$ cat src/rtl/updown_match_counter.sv
// Two-button up/down counter with TARGET match level, entry pulse and limit flags.
// Define COUNT_DEBOUNCE_EN to insert a per-button debounce filter after each synchroniser.
module updown_match_counter #(
  parameter int WIDTH           = 4,
  parameter int TARGET          = 11,
  parameter int SATURATE        = 0,
  parameter int DEBOUNCE_CYCLES = 4
) (
  input  logic             clk,
  input  logic             rst_n,
  input  logic             A,
  input  logic             B,
  input  logic             clear,
  output logic [WIDTH-1:0] num,
  output logic             out,
  output logic             hit,
  output logic             ovf,
  output logic             unf
);

  localparam logic [WIDTH-1:0] MAX_VAL = '1;
  localparam logic [WIDTH-1:0] TGT     = WIDTH'(TARGET);
  localparam logic             IDLE    = 1'b0;
  localparam logic             MATCH   = 1'b1;

  logic [1:0] btn;
  logic [1:0] press;

  assign btn = {B, A};

  genvar gi;
  generate
    for (gi = 0; gi < 2; gi++) begin : g_btn
      logic sync1_reg;
      logic sync2_reg;
      logic prev_reg;
      logic level;

      always_ff @(posedge clk or negedge rst_n) begin
        if (!rst_n) begin
          sync1_reg <= 1'b0;
          sync2_reg <= 1'b0;
        end else begin
          sync1_reg <= btn[gi];
          sync2_reg <= sync1_reg;
        end
      end

`ifdef COUNT_DEBOUNCE_EN
      logic       filt_reg;
      logic [7:0] stable_reg;

      // Flip only on the DEBOUNCE_CYCLES-th consecutive cycle of disagreement.
      always_ff @(posedge clk or negedge rst_n) begin
        if (!rst_n) begin
          filt_reg   <= 1'b0;
          stable_reg <= 8'd0;
        end else if (sync2_reg != filt_reg) begin
          if (stable_reg == 8'(DEBOUNCE_CYCLES - 1)) begin
            filt_reg   <= sync2_reg;
            stable_reg <= 8'd0;
          end else begin
            stable_reg <= stable_reg + 8'd1;
          end
        end else begin
          stable_reg <= 8'd0;
        end
      end

      assign level = filt_reg;
`else
      assign level = sync2_reg;
`endif

      always_ff @(posedge clk or negedge rst_n) begin
        if (!rst_n) begin
          prev_reg <= 1'b0;
        end else begin
          prev_reg <= level;
        end
      end

      assign press[gi] = level & ~prev_reg;
    end
  endgenerate

  logic             up;
  logic             dn;
  logic [WIDTH-1:0] num_next;
  logic             ovf_next;
  logic             unf_next;
  logic             state_reg;
  logic             state_next;
  logic             hit_next;
  logic             armed_reg;

  assign up = press[0];
  assign dn = press[1];

  always_comb begin
    num_next = num;
    ovf_next = 1'b0;
    unf_next = 1'b0;
    if (clear) begin
      num_next = '0;
    end else if (up && dn) begin
      num_next = num;
    end else if (up) begin
      if (num == MAX_VAL) begin
        ovf_next = 1'b1;
        num_next = (SATURATE != 0) ? num : '0;
      end else begin
        num_next = num + WIDTH'(1);
      end
    end else if (dn) begin
      if (num == '0) begin
        unf_next = 1'b1;
        num_next = (SATURATE != 0) ? num : MAX_VAL;
      end else begin
        num_next = num - WIDTH'(1);
      end
    end
  end

  // armed_reg keeps the first post-reset entry (TARGET==0) from pulsing hit.
  always_comb begin
    state_next = (num_next == TGT) ? MATCH : IDLE;
    hit_next   = (state_next == MATCH) && (state_reg == IDLE) && armed_reg;
  end

  always_ff @(posedge clk or negedge rst_n) begin
    if (!rst_n) begin
      num       <= '0;
      ovf       <= 1'b0;
      unf       <= 1'b0;
      hit       <= 1'b0;
      state_reg <= IDLE;
      armed_reg <= 1'b0;
    end else begin
      num       <= num_next;
      ovf       <= ovf_next;
      unf       <= unf_next;
      hit       <= hit_next;
      state_reg <= state_next;
      armed_reg <= 1'b1;
    end
  end

  assign out = (state_reg == MATCH);

endmodule

$ cat config.mk
export PLATFORM = sky130hd
export DESIGN_NAME = updown_match_counter
export DESIGN_NICKNAME = d
export VERILOG_FILES = /design/src/rtl/updown_match_counter.sv
export SDC_FILE = /design/constraint.sdc
export NUM_CORES = 1
export LEC_CHECK = 0
export ABC_AREA = 0
export ABC_CLOCK_PERIOD_IN_PS = 4500
export CAP_MARGIN = 5
export CELL_PAD_IN_SITES_DETAIL_PLACEMENT = 1
export CELL_PAD_IN_SITES_GLOBAL_PLACEMENT = 1
export CORE_MARGIN = 1
export CORE_UTILIZATION = 40
export DETAILED_ROUTE_END_ITERATION = 6
export GPL_TIMING_DRIVEN = 1
export HOLD_SLACK_MARGIN = 0.03
export PLACE_DENSITY_LB_ADDON = 0.3
export RECOVER_POWER = 100
export SLEW_MARGIN = 40
export SYNTH_ARGS = -nofsm -noshare
export SYNTH_HDL_FRONTEND = slang
export SYNTH_SLANG_ARGS = --single-unit
$ cat constraint.sdc
create_clock -name clk -period 4.5 [get_ports clk]
set_input_delay 0.9 -clock clk [delete_from_list [all_inputs] [get_ports clk]]
set_output_delay 0.9 -clock clk [all_outputs]
set_load 0.01 [all_outputs]
== Word-level counts from Yosys, hierarchy flattened ==
Cells that the tools add are included.
Word-level totals
  input port bits: 5
  logic and storage cells: 41
  bits in registers: 15
Operators by class
  bitwise logic cells: 5
  equality and inequality tests: 2
  multiplexer cells: 16
  reductions and logical operators: 4
  $add $sub $neg: 2
Operator list (count)
  $mux W4: 6
  $mux W1: 10
  $eq A4 B4 Y1 const B: 2
  $add A4 B1 Y4 const B: 1
  $logic_not A4 Y1: 1
  $sub A4 B1 Y4 const B: 1
  $logic_and A1 B1 Y1: 3
  $not A1 Y1: 3
  $and A1 B1 Y1: 2

== Logic depth before layout (Yosys ltp) ==
  depth in word-level cells: 10
  gate-level depth with buffers: 6

== Worst setup path after synthesis ==
OpenSTA, ideal clock, no wires.
  kind: input to register
  start: in clear
  end: reg hit
  stages: 4
  data arrival time: 1.612 ns
  path buffers: 0
  setup time: 0.096 ns
  path slack: 2.792 ns
  cell sequence: or2_2 o311ai_2 o211ai_1 nor4_2
On the way
  word-level cells in the longest chain between the ends: 5
Ends and longest elaborated chain
  from (decl): RTL line 13  | input logic clear,
  $mux W4: RTL line 104  | if (clear) begin
  $eq A4 B4 Y1: RTL line 127  | state_next = (num_next == TGT) ? MATCH : IDLE;
  $mux W1: RTL line 127
  $logic_and A1 B1 Y1 (2 in series): RTL line 128  | hit_next = (state_next == MATCH) && (state_reg == IDLE) && armed_reg;
  net hit_next: RTL line 94  | logic hit_next;
  to (signal assigned): RTL line 143  | hit <= hit_next;
  to (decl): RTL line 16  | output logic hit,
The timed path passes the listed nets, and every way through them passes these cells.

== Worst setup path in the final report ==
  start: reg num[3]
  end: out num[3]
RTL lines
  from (decl): RTL line 14  | output logic [WIDTH-1:0] num,
  from (signal assigned): RTL line 140  | num <= num_next;
No word-level cell between the ends.

==> impl_results.md <==
* Clock skew at about 0.0013 ns
* Fin crit share at 0.5102
* Most common cell in the netlist: dfrtp_1
* Post-DP HPWL at ~1100 um
* Vias in the first global route at approximately 550
* # IOs at 13
* Non-Filler Instances at between 100 and 150
* Post-synthesis register bit count at 15
* Min-Delay Path Class: reg -> reg
* Slew headroom at 0.5656
* Syn Nets at 72
* Placed inst area at roughly 870 sq um
* Routability cong. at ~0.85
* Most flops, register: num
* Seq/Total Area, Yosys at 0.5119
* Gate Count Post-Synth at 65
* Final setup vio count at 0
* Vias/cell at 5.385
* Unrepaired setup endpoints after global routing: false
* Largest net degree at the start of global routing at 16
* Die ar. at 2008 sq um
* Util after Layout at 0.5130
* Post-CTS Setup Bufs at 0
* Synth async-reset ratio at 1.000
* Sequential cell area at roughly 380 sq um
* Ys Warns at 0
* Sink Count at 15
* Crit Path Category: reg -> out
* VDD IR max at 0.2307 mV
* PortBufs at 12
* GRT Overall Usage at 0.1864
* Switching Share at 0.3071
* Yosys top cell area share at 0.5119
* Cell area after layout at ~900 sq um
* Setup_tns at 0 ns
* Cell internal pwr at approximately 200 uW
* Crit path capture type: output pin
* RR Startpoint: g_btn[1].level
* Critical path's slowest cell: dlygate4sd3_1
* Commonest cells in the netlist: dfrtp_1, nor2_1, inv_1, nand3_1, nand4_1
* Post-cts gate resize count at 0
* Via count at 560
* Net Sw Power at a little over 90 uW
* Clock Pin Slew Worst Setup and Hold Paths at 0.09 ns
* CP bufs+invs at 1
* Core area at about 1700 sq um
* Global route overflow at 0
* CTS Buf Count at 3
* Most used DFF post-synth: dfrtp_1
* Initial Util at 0.4246
* Hold wc startpoint: g_btn[0].sync1_reg
* Post-CTS Hold Buffers at 0
* Share of cells above drive strength 1 at 0.1139
* Status: complete, no violations
* Seq pwr share at 0.521
* Data required time of the critical path at between 3 and 4 ns
* Post-Place Worst Slack at 2.051 ns
* Min Hold Slack at around 0.36 ns
* Worst Path Arrival at roughly 1.4 ns
* CTS tree: done
* MaxCap Viol Count at 0
* Startpoint types: register
* Multi-input gate area at between 300 and 400 sq um
* Syn_area_per_cell at between 10 and 15 sq um
* CTS H-Tree Depth at 1
* Inst Count DP at 100
* Clock share of power at 0.269
* Number of synthesized flops with an enable pin at 0
* CP max FO at 7
* Worst setup margin at roughly 2.2 ns
* Wire length per cell at around 14 um
* Nets at 87
* Slowest stage delay, CP at 0.64 ns
* Hold Fails Final Rpt at 0
* DRT Pass-1 Iters at 4
* Root Driver: clkbuf_4
* Leak at ~0.39 nW
* Cell Rows at 15
* Achievable Freq at ~440 MHz
* Synth area leader: dfrtp_1
* First-pass GRT wire length at roughly 2600 um
* Die span in x at around 45 um
* Cell area power density at 333.4 nW/um^2
* Area grow syn2layout at 20.82%
* Critical Path, Cell by Cell: dlygate4sd3_1
* Fillers at between 150 and 200
* Top post-synthesis cells by area: dfrtp_1, nor2_1, ha_1, o211ai_4, nand3_1
* Post-route DRC at 0
* Die Height at 44.82 um
* Total power at about 300 uW
* Worst setup startpoint: num[3]
* Largest register FFs at 4
* Initial DRC Count at 6
* CTS Buffer Depth at 2
* Ant diodes at 0
* Critical path's top delay family: buffers and inverters
* Fin crit period at ~2.3 ns
* Post-DRT Antenna Nets at 0
* Initial antenna violation count at 0
* Mapped cell area at roughly 730 sq um
* Comb power frac at 0.210
* Slew Limit Fails at 0
* Worst skew pair latency at approximately 0.28 ns
* Total Wirelength at around 1500 um
* Post-synth cell types at 34
* Tightest Pin Transition at ~0.65 ns
[worst paths after layout]
kind | end | slack (ns) | cells past startpoint
min in group asynchronous | num[2] | 1.07 | 1
worst max register to register | hit | 2.58 | 5
worst min register to register | g_btn[0].level | 0.36 | 0
worst max-delay path | num[3] | 2.20 | 1
max in group asynchronous | hit | 3.01 | 1
worst min-delay path | g_btn[0].level | 0.36 | 0
[per-layer routing]
| layer | part of all wire | vias to the layer above | global-route usage |
|---|---|---|---|
| met1 | 0.47 | 285 | 0.2545 |
| met4 | 0.019 | 0 | 0.1091 |
| met2 | 0.48 | 11 | 0.2765 |
| met3 | 0.031 | 2 | 0.03600 |
| met5 | 0 | - | 0 |
| li1 | - | 262 | - |
[layout make-up]
class,instances,share of cell area
Sequential cell,15,0.4237
Inverter,5,0.02119
Tap cell,25,0.03531
Multi-Input combinational cell,43,0.3503
Clock buffer,3,0.02542
Timing Repair Buffer,12,0.1356
Clock inverter,1,0.008475
[power by group through the flow]
stage / combinational [mW] / sequential (mW) / clock [mW]
2_1_floorplan: 0.0395 / 0.157 / 0
3_3_place_gp: 0.0655 / 0.156 / 0
3_5_place_dp: 0.0674 / 0.157 / 0
4_1_cts: 0.0676 / 0.154 / 0.0835
5_1_grt: 0.0691 / 0.156 / 0.0879
6_report: 0.0621 / 0.154 / 0.0794
[placed cells by master (no fill, tap or decap)]
master         Yosys  final
dfrtp_1           15     15
dlygate4sd3_1      0     12
nor2_1             7      7
inv_1              5      5
nand3_1            4      4
nand4_1            3      3
clkbuf_4           0      3
nor2b_1            2      2
ha_1               2      2
nand2b_4           1      1
and2b_2            1      1
or2b_1             1      1
a21oi_1            1      1
and3_1             1      1
nor3_1             1      1
mux2i_1            1      1
nor3b_1            1      1
a2111o_1           1      1
o31ai_1            0      1
or2_2              1      1
o311ai_0           0      1
a211o_1            1      1
and2_1             1      1
nand2_1            1      1
a221oi_1           1      1
a32oi_1            1      1
a31oi_1            1      1
o31a_1             1      1
o21a_1             1      1
o211ai_1           1      1
o211ai_4           1      1
nor4_2             1      1
nor4_1             1      1
conb_1             1      1
clkinvlp_4         0      1
[kinds of logic (layout without fill, tap and decap cells)]
group,Yosys count,count (layout),synth area share
adders and majority gates,2,2,0.03412
DFF,15,15,0.5119
AOI/OAI and AO/OA,12,12,0.1673
buffers and inverters,7,21,0.04778
and+or+nand+nor,27,27,0.2202
other,1,1,0.005115
muxes,1,1,0.01365
Note: power is estimated with default switching activity, not from simulation.
